--- config.mk ---
export PLATFORM = sky130hd
export DESIGN_NAME = lab2_proc_imul_iter_flat
export DESIGN_NICKNAME = d
export VERILOG_FILES = /design/src/rtl/lab2_proc_imul_pkg.sv /design/src/rtl/lab2_proc_imul_iter_if.sv /design/src/rtl/lab2_proc_imul_iter_ctrl.sv /design/src/rtl/lab2_proc_imul_iter.sv /design/src/flat_wrapper.sv
export SDC_FILE = /design/constraint.sdc
export NUM_CORES = 1
export LEC_CHECK = 0
export CAP_MARGIN = 10
export CORE_MARGIN = 2
export CORE_UTILIZATION = 52
export DETAILED_ROUTE_END_ITERATION = 12
export PLACE_DENSITY = 0.82
export REMOVE_ABC_BUFFERS = 1
export SLEW_MARGIN = 0
export SYNTH_ARGS = -nofsm -noshare
export SYNTH_HDL_FRONTEND = slang
export SYNTH_SLANG_ARGS = --single-unit
--- constraint.sdc ---
create_clock -name clk -period 4.13 [get_ports clk]
set_clock_uncertainty 0.1 [all_clocks]
set_input_delay 0.826 -clock clk [delete_from_list [all_inputs] [get_ports clk]]
set_output_delay 0.826 -clock clk [all_outputs]
set_load 0.01 [all_outputs]
--- src/rtl/lab2_proc_imul_pkg.sv ---
// rtl/lab2_proc_imul_pkg.sv - shared types and sizing for the iterative multiplier
package lab2_proc_imul_pkg;

  localparam int unsigned IMUL_NBITS = 32;

  typedef enum logic [1:0] {
    IDLE = 2'd0,
    CALC = 2'd1,
    DONE = 2'd2
  } imul_state_e;

  typedef struct packed {
    logic [IMUL_NBITS-1:0] a;
    logic [IMUL_NBITS-1:0] b;
  } imul_req_t;

  // Step counter must reach nbits-1; keep at least one bit for tiny widths.
  function automatic int imul_cnt_w(input int nbits);
    return (nbits > 1) ? $clog2(nbits) : 1;
  endfunction

  localparam int unsigned IMUL_CNT_W = imul_cnt_w(IMUL_NBITS);

endpackage

--- src/rtl/lab2_proc_imul_iter_if.sv ---
// rtl/lab2_proc_imul_iter_if.sv - request/response handshake bundle for the multiplier
interface lab2_proc_imul_iter_if #(
  parameter int unsigned p_nbits = 32
);

  logic                   req_val;
  logic                   req_rdy;
  logic [2*p_nbits-1:0]   req_msg;
  logic                   resp_val;
  logic                   resp_rdy;
  logic [p_nbits-1:0]     resp_msg;

  modport master (
    output req_val,
    output req_msg,
    output resp_rdy,
    input  req_rdy,
    input  resp_val,
    input  resp_msg
  );

  modport slave (
    input  req_val,
    input  req_msg,
    input  resp_rdy,
    output req_rdy,
    output resp_val,
    output resp_msg
  );

endinterface

--- src/rtl/lab2_proc_imul_iter_ctrl.sv ---
// rtl/lab2_proc_imul_iter_ctrl.sv - IDLE/CALC/DONE sequencer, step counter and handshakes
module lab2_proc_imul_iter_ctrl
  import lab2_proc_imul_pkg::*;
#(
  parameter int unsigned p_nbits      = IMUL_NBITS,
  parameter bit          p_early_term = 1'b1
) (
  input  logic clk,
  input  logic reset,
  input  logic i_req_val,
  input  logic i_resp_rdy,
  input  logic i_b_rest_zero,
  output logic o_req_rdy,
  output logic o_resp_val,
  output logic o_load,
  output logic o_step
);

  localparam int unsigned         CW   = imul_cnt_w(p_nbits);
  localparam logic [CW-1:0]       LAST = CW'(p_nbits - 1);

  imul_state_e      r_state;
  imul_state_e      w_state_nxt;
  logic [CW-1:0]    r_cnt;
  logic [CW-1:0]    w_cnt_nxt;
  logic             w_done;

  always_ff @(posedge clk) begin
    if (reset) begin
      r_state <= IDLE;
      r_cnt   <= '0;
    end else begin
      r_state <= w_state_nxt;
      r_cnt   <= w_cnt_nxt;
    end
  end

  always_comb begin
    w_state_nxt = r_state;
    w_cnt_nxt   = r_cnt;
    o_req_rdy   = 1'b0;
    o_resp_val  = 1'b0;
    o_load      = 1'b0;
    o_step      = 1'b0;
    // Decided on the current step: this edge shifts out the last useful b bit.
    w_done      = (r_cnt == LAST) || (p_early_term && i_b_rest_zero);

    case (r_state)
      IDLE: begin
        o_req_rdy = !reset;
        if (i_req_val && o_req_rdy) begin
          o_load      = 1'b1;
          w_cnt_nxt   = '0;
          w_state_nxt = CALC;
        end
      end
      CALC: begin
        o_step    = 1'b1;
        w_cnt_nxt = r_cnt + 1'b1;
        if (w_done) begin
          w_state_nxt = DONE;
        end
      end
      DONE: begin
        o_resp_val = !reset;
        if (i_resp_rdy) begin
          w_state_nxt = IDLE;
        end
      end
      default: begin
        w_state_nxt = IDLE;
      end
    endcase
  end

endmodule

--- src/rtl/lab2_proc_imul_iter.sv ---
// rtl/lab2_proc_imul_iter.sv - iterative shift-add multiplier returning the low product bits
module lab2_proc_imul_iter
  import lab2_proc_imul_pkg::*;
#(
  parameter int unsigned p_nbits      = IMUL_NBITS,
  parameter bit          p_early_term = 1'b1
) (
  input  logic                  clk,
  input  logic                  reset,
  lab2_proc_imul_iter_if.slave  io
);

  logic [p_nbits-1:0] r_a;
  logic [p_nbits-1:0] r_b;
  logic [p_nbits-1:0] r_result;

  logic w_load;
  logic w_step;
  logic w_b_rest_zero;
  logic w_req_rdy;
  logic w_resp_val;

  assign w_b_rest_zero = ((r_b >> 1) == '0);

  lab2_proc_imul_iter_ctrl #(
    .p_nbits      (p_nbits),
    .p_early_term (p_early_term)
  ) u_ctrl (
    .clk           (clk),
    .reset         (reset),
    .i_req_val     (io.req_val),
    .i_resp_rdy    (io.resp_rdy),
    .i_b_rest_zero (w_b_rest_zero),
    .o_req_rdy     (w_req_rdy),
    .o_resp_val    (w_resp_val),
    .o_load        (w_load),
    .o_step        (w_step)
  );

  // Low bits only: wraparound of the accumulator is the intended MUL result.
  always_ff @(posedge clk) begin
    if (reset) begin
      r_a      <= '0;
      r_b      <= '0;
      r_result <= '0;
    end else if (w_load) begin
      r_a      <= io.req_msg[2*p_nbits-1:p_nbits];
      r_b      <= io.req_msg[p_nbits-1:0];
      r_result <= '0;
    end else if (w_step) begin
      if (r_b[0]) begin
        r_result <= r_result + r_a;
      end
      r_a <= r_a << 1;
      r_b <= r_b >> 1;
    end
  end

  assign io.req_rdy  = w_req_rdy;
  assign io.resp_val = w_resp_val;
  assign io.resp_msg = r_result;

endmodule

--- src/flat_wrapper.sv ---
// flat-port wrapper written by rule: the top's interface ports become plain ports
module lab2_proc_imul_iter_flat import lab2_proc_imul_pkg::*;
#(
  parameter int unsigned p_nbits      = IMUL_NBITS,
  parameter bit          p_early_term = 1'b1
)
  (clk, reset, io_req_val, io_req_msg, io_resp_rdy, io_req_rdy, io_resp_val, io_resp_msg);
  lab2_proc_imul_iter_if #(.p_nbits(p_nbits)) io_i ();
  input  logic clk;
  input  logic reset;
  input wire logic [$bits(io_i.req_val)-1:0] io_req_val;
  input wire logic [$bits(io_i.req_msg)-1:0] io_req_msg;
  input wire logic [$bits(io_i.resp_rdy)-1:0] io_resp_rdy;
  output wire logic [$bits(io_i.req_rdy)-1:0] io_req_rdy;
  output wire logic [$bits(io_i.resp_val)-1:0] io_resp_val;
  output wire logic [$bits(io_i.resp_msg)-1:0] io_resp_msg;
  assign io_i.req_val = io_req_val;
  assign io_i.req_msg = io_req_msg;
  assign io_i.resp_rdy = io_resp_rdy;
  assign io_req_rdy = io_i.req_rdy;
  assign io_resp_val = io_i.resp_val;
  assign io_resp_msg = io_i.resp_msg;
  lab2_proc_imul_iter #(.p_nbits(p_nbits), .p_early_term(p_early_term)) u_core (.clk(clk), .reset(reset), .io(io_i));
endmodule
==> reports/metrics.yaml <==
io_pins: 102
power_frac_comb_pct: 20.0
cts_tree: "built"
rrSetupSlack_ps: 1080
die_x_um: 109
die-area_um2: 11800
htree_levels: 3
hold_depth: 2
async_reset_ff_share_pct: 0
final_layout_size_suffix_gt1_share_pct: 5.10
antenna_cells: 0
core_um2: 10800
num-fill-cells: 925
synth-compound-area-share_pct: 30.3
vias: 5708
dr.pass1.iters: 5
clock.fmax_mhz: 328
wire_per_inst_um: 17.1
pwr_density_cell_nw_per_um2: 310
synth_most_common_cell: "nand2_1"
cts_hold_buffers: 0
rsz0062_at_grt: "no"
p_switching_uw: 687
cts_buffer_depth: 2
yosysSeqAreaShare_pct: 36.1
vdd_drop_max_mv: 0.284
r2r_start: "u_core.io.resp_msg[0]$_SDFFE_PP0P_"
cts-root-buf: "clkbuf_8"
vias_per_cell: 6.17
synth-simple-area-share_pct: 18.2
synth.avg_cell_area_um2: 8.04
worstPathMaxFanout: 3
maxSlewHeadroom_pct: 27.7
finalCritPeriodShare_pct: 73.9
netlist_area_um2: 5720
netlist.top_cell.by_area: "dfxtp_1"
portBuffers: 101
grt_overflow: 0
r2r-end: "u_core.io.resp_msg[28]$_SDFFE_PP0P_"
synth-edff-count: 0
pwr-share-clk_pct: 28.6
nNetsFinal: 882
crit_type: "reg2reg"
synth_common_cells: "nand2_1 (118), a21oi_1 (109), dfxtp_1 (103), a22oi_1 (64), clkbuf_1 (39)"
cts_resized: 0
crit_arrival_ps: 3230
synth_top_family_by_area: "compound AO/OA/AOI/OAI gates"
post_cts_buffers: 0
rr_worst_depth: 9
syn2layout_area_growth_pct: 22.0
p_leak_nw: 2.76
row_count: 38
power_mw: 2.17
first_global_vias: 5353
swShare_pct: 31.7
gp_congestion: 0.930
drtIter0Drc: 287
synth_top_cell_area_share_pct: 36.1
clk_pin_slew_ps: 100
setup.worst_path.start_class: "register"
antenna_found_initial: 0
drtAntennaViolNets: 0
hold_class: "reg2reg"
tightest_slew_ps: 1080
drt_wl_total_mm: 15.8
register_area_um2: 2060
hold_end: "u_core.io.resp_msg[21]$_SDFFE_PP0P_"
synth-seq-cells: 103
required_ps: 4310
grt_max_degree: 45
cts_made_buffers: 9
synth_xor_xnor_area_share_pct: 3.52
synthCells: 711
final-setup-viol-count: 0
drc: 0
dp_hpwl_mm: 11.1
ys.flop_type: "dfxtp_1"
seqPwrFrac_pct: 51.4
holdCritStartpoint: "u_core.io.resp_msg[21]$_SDFFE_PP0P_"
synth.area.mux_share_pct: 0.700
worstSetupEndpointType: "register"
synth_area_leaders: "dfxtp_1 (36%), a21oi_1 (9.5%), a22oi_1 (8.4%)"
drv_slew: 0
initial_core_util_pct: 53.0
hold_slack_ps: 381
multi_input_area_um2: 3470
period_minus_slack_ps: 3050
fp.dieH_um: 109
grt_pass1_wl_mm: 25.5
cts.sinks: 103
hold_viol: 0
yosysUniqueCellTypes: 59
worstSkewPairLatency_ps: 400
synthAdderAreaFrac_pct: 7.57
internal_power_mw: 1.48
grt_usage_pct: 27.3
yosysWarnings: 0
status: "completed"
max_cap_violations: 0
[metrics by stage]
| step | cell area, um^2 | std cells | utilization, % | TNS [ps] | setup slack [ps] |
|---|---|---|---|---|---|
| after floorplan | 5520 | 661 | - | -75550 | -1220 |
| after global placement | 6790 | 909 | 62.9 | 0 | 1000 |
| after detailed placement | 6790 | 909 | 62.9 | 0 | 903 |
| after CTS | 6970 | 925 | 64.6 | 0 | 1140 |
| after global routing | 6970 | 925 | 64.6 | 0 | 889 |
| final | 6970 | 925 | 64.6 | 0 | 1080 |
[worst max path at each step]
stage	start	to	slack, ps	cells past startpoint
floorplan	u_core.u_ctrl.r_state[0]$_SDFFE_PP0P_	u_core.u_ctrl.r_cnt[2]$_SDFFE_PP0P_	-1220	4
CTS	u_core.io.resp_msg[0]$_SDFFE_PP0P_	u_core.io.resp_msg[28]$_SDFFE_PP0P_	1140	9
global placement	io_req_val	u_core.io.resp_msg[28]$_SDFFE_PP0P_	1000	8
finish	u_core.io.resp_msg[0]$_SDFFE_PP0P_	u_core.io.resp_msg[28]$_SDFFE_PP0P_	1080	9
global route	u_core.io.resp_msg[0]$_SDFFE_PP0P_	u_core.io.resp_msg[28]$_SDFFE_PP0P_	890	9
detailed placement	io_req_val	u_core.io.resp_msg[28]$_SDFFE_PP0P_	900	8
[layer usage]
layer  global-route usage [%]  wire (um)  up-vias  part of all wire (%)
li1                         -          -     2741                     -
met1                     34.6       6870     2753                    43
met2                     46.1       7750      188                    49
met3                     6.16        975       26                   6.2
met4                     8.33        211        0                   1.3
met5                        0          0        -                     0
[placed cells by master (no fill, tap or decap), drive strengths merged, types with 24 or more instances in the layout]
cell and n:
a22oi 64, ha 33, a21o 26, nor2 27, nand2 118, a21oi 110
dfxtp 103, nand3 24, clkdlybuf4s50 100, o21ai 26
[worst max-delay path: stages (launching register included)]
cell and delay, ps:
dfxtp_1 330, ha_1 230, fa_1 430, a211oi_1 310, o21ai_0 260, a41oi_1 440, o21a_1 260, o22ai_1 190
a22oi_1 250, o211ai_1 120
[layout make-up]
type | instances | area share [%]
clock inverters | 6 | 0.682
well taps | 140 | 2.51
inverters | 3 | 0.161
flip-flops and latches | 103 | 29.6
repair buffers | 108 | 15.4
multi-input cells | 555 | 49.7
clock buffers | 10 | 1.97
[registers in the layout (all words and copies together) (netlist names)]
name and cells:
u_core.io.resp_msg 32, u_core.r_a 32, u_core.r_b 32, u_core.u_ctrl.r_cnt 5
u_core.u_ctrl.r_state 2
[power groups by stage]
| stage | Combinational, mW | Sequential, mW | Clock [mW] |
|---|---|---|---|
| 2_1_floorplan | 0.252 | 1.12 | 0 |
| 3_3_place_gp | 0.416 | 1.13 | 0 |
| 3_5_place_dp | 0.429 | 1.13 | 0 |
| 4_1_cts | 0.431 | 1.11 | 0.637 |
| 5_1_grt | 0.477 | 1.12 | 0.679 |
| 6_report | 0.433 | 1.11 | 0.620 |
[logic make-up (layout without fill, tap and decap cells)]
| kind of cell | after synthesis | count (layout) |
|---|---|---|
| adders and majority gates | 34 | 34 |
| AOI/OAI and AO/OA | 265 | 265 |
| DFF | 103 | 103 |
| and+or+nand+nor | 229 | 229 |
| muxes | 4 | 4 |
| xor gates and xnor gates | 23 | 23 |
| buffers and inverters | 53 | 127 |
Power figures use the tool's default switching activity.
